[config.mk]
export PLATFORM = sky130hd
export DESIGN_NAME = count_hex_uart_tx
export DESIGN_NICKNAME = d
export VERILOG_FILES = /design/src/rtl/count_hex_uart_tx.sv
export SDC_FILE = /design/constraint.sdc
export NUM_CORES = 1
export LEC_CHECK = 0
export CORE_MARGIN = 2
export CORE_UTILIZATION = 25
export CTS_BUF_LIST = sky130_fd_sc_hd__clkbuf_8
export CTS_CLUSTER_DIAMETER = 120
export DETAILED_ROUTE_END_ITERATION = 12
export HOLD_SLACK_MARGIN = 0.03
export PLACE_DENSITY = 0.44
export SLEW_MARGIN = 0
export SYNTH_ARGS = -nofsm -noshare
export SYNTH_HDL_FRONTEND = slang
export SYNTH_SLANG_ARGS = --single-unit
[constraint.sdc]
create_clock -name CLK -period 2.47 [get_ports CLK]
set_input_delay 0.494 -clock CLK [delete_from_list [all_inputs] [get_ports CLK]]
set_output_delay 0.494 -clock CLK [all_outputs]
set_load 0.05 [all_outputs]
[src/rtl/count_hex_uart_tx.sv]
// count_hex_uart_tx: watches a 4-bit count and, whenever it changes, sends the
// new value as one ASCII hex character (optionally followed by LF) on an 8N1
// serial line. Changes that arrive during a transmission are coalesced into a
// single pending slot, so the most recent value wins.
module count_hex_uart_tx #(
  parameter int CLKS_PER_BIT = 4,
  parameter bit SEND_NEWLINE = 1'b1
) (
  input  logic       CLK,
  input  logic       RST,
  input  logic [3:0] COUNT_IN,
  input  logic       EN,
  output logic       TXD,
  output logic       BUSY,
  output logic       SENT_STB
);

  localparam int            BW        = (CLKS_PER_BIT > 1) ? $clog2(CLKS_PER_BIT) : 1;
  localparam logic [BW-1:0] BAUD_LAST = BW'(CLKS_PER_BIT - 1);

  typedef enum logic [1:0] {S_IDLE, S_START, S_DATA, S_STOP} state_t;

  state_t        state_q, state_d;
  logic [BW-1:0] baud_q, baud_d;
  logic [2:0]    bit_q, bit_d;
  logic [7:0]    shreg_q, shreg_d;
  logic          byte_sel_q, byte_sel_d;
  logic [3:0]    pend_val_q, pend_val_d;
  logic          pend_vld_q, pend_vld_d;
  logic [3:0]    last_sent_q, last_sent_d;
  logic          last_vld_q, last_vld_d;
  logic          txd_q, txd_d;
  logic          busy_q, busy_d;
  logic          stb_q, stb_d;

  logic          baud_done;
  logic          load;
  logic [3:0]    ref_val;
  logic          ref_vld;

  function automatic logic [7:0] hex_ascii(input logic [3:0] n);
    if (n <= 4'd9) return 8'h30 + {4'h0, n};
    else           return 8'h41 + {4'h0, n} - 8'd10;
  endfunction

  assign baud_done = (baud_q == BAUD_LAST);
  assign load      = (state_q == S_IDLE) && pend_vld_q;
  // On the load edge the value being launched is the reference for change
  // detection, otherwise a steady input would be re-captured and sent twice.
  assign ref_val   = load ? pend_val_q : last_sent_q;
  assign ref_vld   = load | last_vld_q;

  // Next-state logic: transmitter FSM followed by change capture.
  always_comb begin
    state_d     = state_q;
    baud_d      = baud_q;
    bit_d       = bit_q;
    shreg_d     = shreg_q;
    byte_sel_d  = byte_sel_q;
    pend_val_d  = pend_val_q;
    pend_vld_d  = pend_vld_q;
    last_sent_d = last_sent_q;
    last_vld_d  = last_vld_q;
    txd_d       = txd_q;
    busy_d      = busy_q;
    stb_d       = 1'b0;

    case (state_q)
      S_IDLE: begin
        txd_d = 1'b1;
        if (load) begin
          shreg_d     = hex_ascii(pend_val_q);
          last_sent_d = pend_val_q;
          last_vld_d  = 1'b1;
          pend_vld_d  = 1'b0;
          busy_d      = 1'b1;
          txd_d       = 1'b0;
          baud_d      = '0;
          bit_d       = '0;
          byte_sel_d  = 1'b0;
          state_d     = S_START;
        end
      end
      S_START: begin
        if (baud_done) begin
          baud_d  = '0;
          txd_d   = shreg_q[0];
          state_d = S_DATA;
        end else begin
          baud_d = baud_q + BW'(1);
        end
      end
      S_DATA: begin
        if (baud_done) begin
          baud_d = '0;
          if (bit_q == 3'd7) begin
            bit_d   = '0;
            txd_d   = 1'b1;
            state_d = S_STOP;
          end else begin
            shreg_d = {1'b0, shreg_q[7:1]};
            txd_d   = shreg_q[1];
            bit_d   = bit_q + 3'd1;
          end
        end else begin
          baud_d = baud_q + BW'(1);
        end
      end
      S_STOP: begin
        if (baud_done) begin
          baud_d = '0;
          if (SEND_NEWLINE && !byte_sel_q) begin
            // Second frame follows immediately with no idle gap.
            shreg_d    = 8'h0A;
            byte_sel_d = 1'b1;
            txd_d      = 1'b0;
            state_d    = S_START;
          end else begin
            byte_sel_d = 1'b0;
            busy_d     = 1'b0;
            stb_d      = 1'b1;
            txd_d      = 1'b1;
            state_d    = S_IDLE;
          end
        end else begin
          baud_d = baud_q + BW'(1);
        end
      end
      default: begin
        state_d = S_IDLE;
        txd_d   = 1'b1;
        busy_d  = 1'b0;
      end
    endcase

    // Capture overrides the slot clear so a change on the load edge is kept.
    if (EN && (!ref_vld || (COUNT_IN != ref_val))) begin
      pend_val_d = COUNT_IN;
      pend_vld_d = 1'b1;
    end
  end

  // State registers with asynchronous active-low reset (line returns idle at once).
  always_ff @(posedge CLK or negedge RST) begin
    if (!RST) begin
      state_q     <= S_IDLE;
      baud_q      <= '0;
      bit_q       <= '0;
      shreg_q     <= '0;
      byte_sel_q  <= 1'b0;
      pend_val_q  <= '0;
      pend_vld_q  <= 1'b0;
      last_sent_q <= '0;
      last_vld_q  <= 1'b0;
      txd_q       <= 1'b1;
      busy_q      <= 1'b0;
      stb_q       <= 1'b0;
    end else begin
      state_q     <= state_d;
      baud_q      <= baud_d;
      bit_q       <= bit_d;
      shreg_q     <= shreg_d;
      byte_sel_q  <= byte_sel_d;
      pend_val_q  <= pend_val_d;
      pend_vld_q  <= pend_vld_d;
      last_sent_q <= last_sent_d;
      last_vld_q  <= last_vld_d;
      txd_q       <= txd_d;
      busy_q      <= busy_d;
      stb_q       <= stb_d;
    end
  end

  assign TXD      = txd_q;
  assign BUSY     = busy_q;
  assign SENT_STB = stb_q;

endmodule
==> impl_metrics.json <==
{
  "cp.required_ns": 2.64,
  "first_iter_violations": 29,
  "setup_viol": 0,
  "route.detailed.drc": 0,
  "p_sw_frac": 0.245,
  "ctsHoldBuffers": 0,
  "cts_root_buffer": "clkbuf_8",
  "wl_um": 3220,
  "ios": 10,
  "clkSinkCount": 28,
  "core_area_sq_mm": 0.00628,
  "slew_violations": 0,
  "yosysUniqueCellTypes": 47,
  "die_height_um": 83.9,
  "layout_commonest_cell": "dfrtp_1",
  "powerDensity_mw_per_mm2": 463,
  "pwr-share-seq": 0.564,
  "synth_area_sq_mm": 0.00160,
  "syn-num-nets": 178,
  "yosysSeqAreaShare": 0.439,
  "critPathKind": "register to register",
  "cp-startpoint": "state_q[0]",
  "status": "finished clean",
  "arrival_ns": 2.36,
  "first_pass_iters": 4,
  "antenna_cells": 0,
  "max_cap_viol_count": 0,
  "intPower_mw": 0.653,
  "grt_pass1_wl_um": 5790,
  "grt_pass1_vias": 1235,
  "ys_seq_elements": 28,
  "crit_path_end_kind": "register",
  "mostFrequentLayoutCells": "dfrtp_1 (27), nand2_1 (18), o21ai_0 (14), nor2_1 (12), ha_1 (10)",
  "cts-buffers-inserted": 3,
  "synth_edf_count": 0,
  "cts_setup_buffers": 0,
  "clock-skew-final_ns": 0.00841,
  "hold_violations": 0,
  "syn2layout_area_growth_pct": 16.8,
  "p_sw_mw": 0.211,
  "irDropWorstVdd_mv": 0.178,
  "synth_ff_type": "dfrtp_1",
  "syn_inst": 161,
  "clk_latency_ns": 0.28,
  "via_count": 1200,
  "layout-drive-gt1-share": 0.103,
  "grt_usage": 0.101,
  "clockBufferDepth": 2,
  "antenna_found_initial": 0,
  "row_count": 29,
  "ys_async_sr_fraction": 1.00,
  "rsz0062_at_grt": "no",
  "min-delay-start": "last_vld_q",
  "p_leak_nw": 0.838,
  "min_period_ns": 2.20,
  "yosysWarnings": 0,
  "io_buffers": 9,
  "worstMarginPinSlew_ns": 0.499,
  "overflow": 0,
  "finalNetCount": 193,
  "cp-start-kind": "register",
  "postLayoutCoreUtil": 0.297,
  "cts_tree": "built",
  "wire_per_inst_um": 12.8,
  "power_frac_comb": 0.102,
  "period_share": 0.890,
  "tns_ns": 0,
  "rr_startpoint": "state_q[0]",
  "cts-resized-gates": 0,
  "die-area_sq_mm": 0.00705,
  "slew_headroom": 0.666,
  "initial_core_util": 0.255,
  "antenna_left": 0,
  "hpwl_um": 2430,
  "via_per_inst": 4.76,
  "place_congestion": 0.803,
  "grt_max_degree": 29,
  "hp-class": "register to register",
  "path_max_fanout": 14,
  "cts.clk_slew.worst_paths_ns": 0.10,
  "fmax_ghz": 0.455,
  "p_clk_frac": 0.334,
  "die_x_um": 83.9,
  "avgSynthCellArea_sq_um": 9.92,
  "nFillCells": 660,
  "htree_num_levels": 1
}
==> worst max-delay path, cell delays in order, from the launching register on <==
cell,delay (ns)
dfrtp_1,0.45
inv_1,0.11
ha_1,0.22
buf_4,0.16
nand2b_1,0.13
o21ai_0,0.09
or3_1,0.54
o41ai_1,0.37
==> synthesized netlist by cell type (all sizes together), types with 2 or more instances <==
cell type   n  area share
a21o        2      0.0094
a21oi       4       0.013
a22o        3       0.016
a22oi       2      0.0094
and3        2      0.0078
buf         4       0.013
clkbuf      3      0.0070
dfrtp      27        0.42
ha         10       0.078
inv         9       0.021
mux2        5       0.035
mux2i       5       0.031
nand2      18       0.042
nand2b      4       0.016
nor2       12       0.028
nor2b       3       0.012
nor3        3      0.0094
nor3b       2      0.0094
o21ai      16       0.057
o31ai       2      0.0094
xnor2       3       0.016
xor2        2       0.011
==> power groups by stage <==
| stage | Clock [mW] | Sequential (mW) | Combinational (mW) |
|---|---|---|---|
| final | 0.289 | 0.488 | 0.0880 |
| after global routing | 0.329 | 0.490 | 0.101 |
| after CTS | 0.304 | 0.488 | 0.0903 |
| after detailed placement | 0 | 0.497 | 0.0900 |
| after global placement | 0 | 0.497 | 0.0882 |
| after floorplan | 0 | 0.491 | 0.0569 |
==> layer usage <==
layer | vias up | track usage | routed length [um]
li1 | 591 | - | -
met5 | - | 0 | 0
met3 | 2 | 0.0237 | 64
met1 | 593 | 0.126 | 1490
met4 | 0 | 0.0308 | 34
met2 | 14 | 0.172 | 1640
==> through the flow <==
step	hold slack, ns	setup WS [ns]	cells	total power, mW	cell area, sq um
after floorplan	0.198	0.514	161	0.548	1600
after global placement	0.445	0.112	248	0.585	1810
after detailed placement	0.444	0.0678	248	0.587	1810
after CTS	0.471	0.293	252	0.883	1870
after global routing	0.509	0.0634	252	0.920	1870
final	0.468	0.272	252	0.865	1870
==> cell families (layout without fill, tap and decap cells) <==
logic type	after synthesis	in the layout	synth area share
compound gates	41	41	0.193
xor+xnor	5	5	0.0274
fa+ha+maj	10	10	0.0783
buf+inv	16	30	0.0415
flops	28	28	0.439
mux	10	10	0.0666
simple gates	51	51	0.153
==> worst paths after layout <==
kind | to | slack [ns] | cells past startpoint
min in group asynchronous | last_vld_q | 0.60 | 2
min | last_vld_q | 0.47 | 1
max in group asynchronous | TXD | 1.57 | 2
max | shreg_q[6] | 0.27 | 7
max reg2reg | shreg_q[6] | 0.27 | 7
min reg2reg | last_vld_q | 0.47 | 1
==> sequential cells by signal, indices dropped and copies added, names as in the netlist, 2 cells and up <==
| register | cells |
|---|---|
| shreg_q | 7 |
| last_sent_q | 4 |
| baud_q | 2 |
| bit_q | 3 |
| state_q | 2 |
| pend_val_q | 4 |
==> cell type report <==
class | instances | area (sq um) | share of cell area
flip-flops and latches | 28 | 702 | 0.376
clock buffers | 4 | 55.1 | 0.0295
repair buffers | 17 | 150 | 0.0804
well taps | 77 | 96.3 | 0.0516
inverters | 9 | 33.8 | 0.0181
multi-input cells | 117 | 830 | 0.444
(Power assumes the default switching activity.)
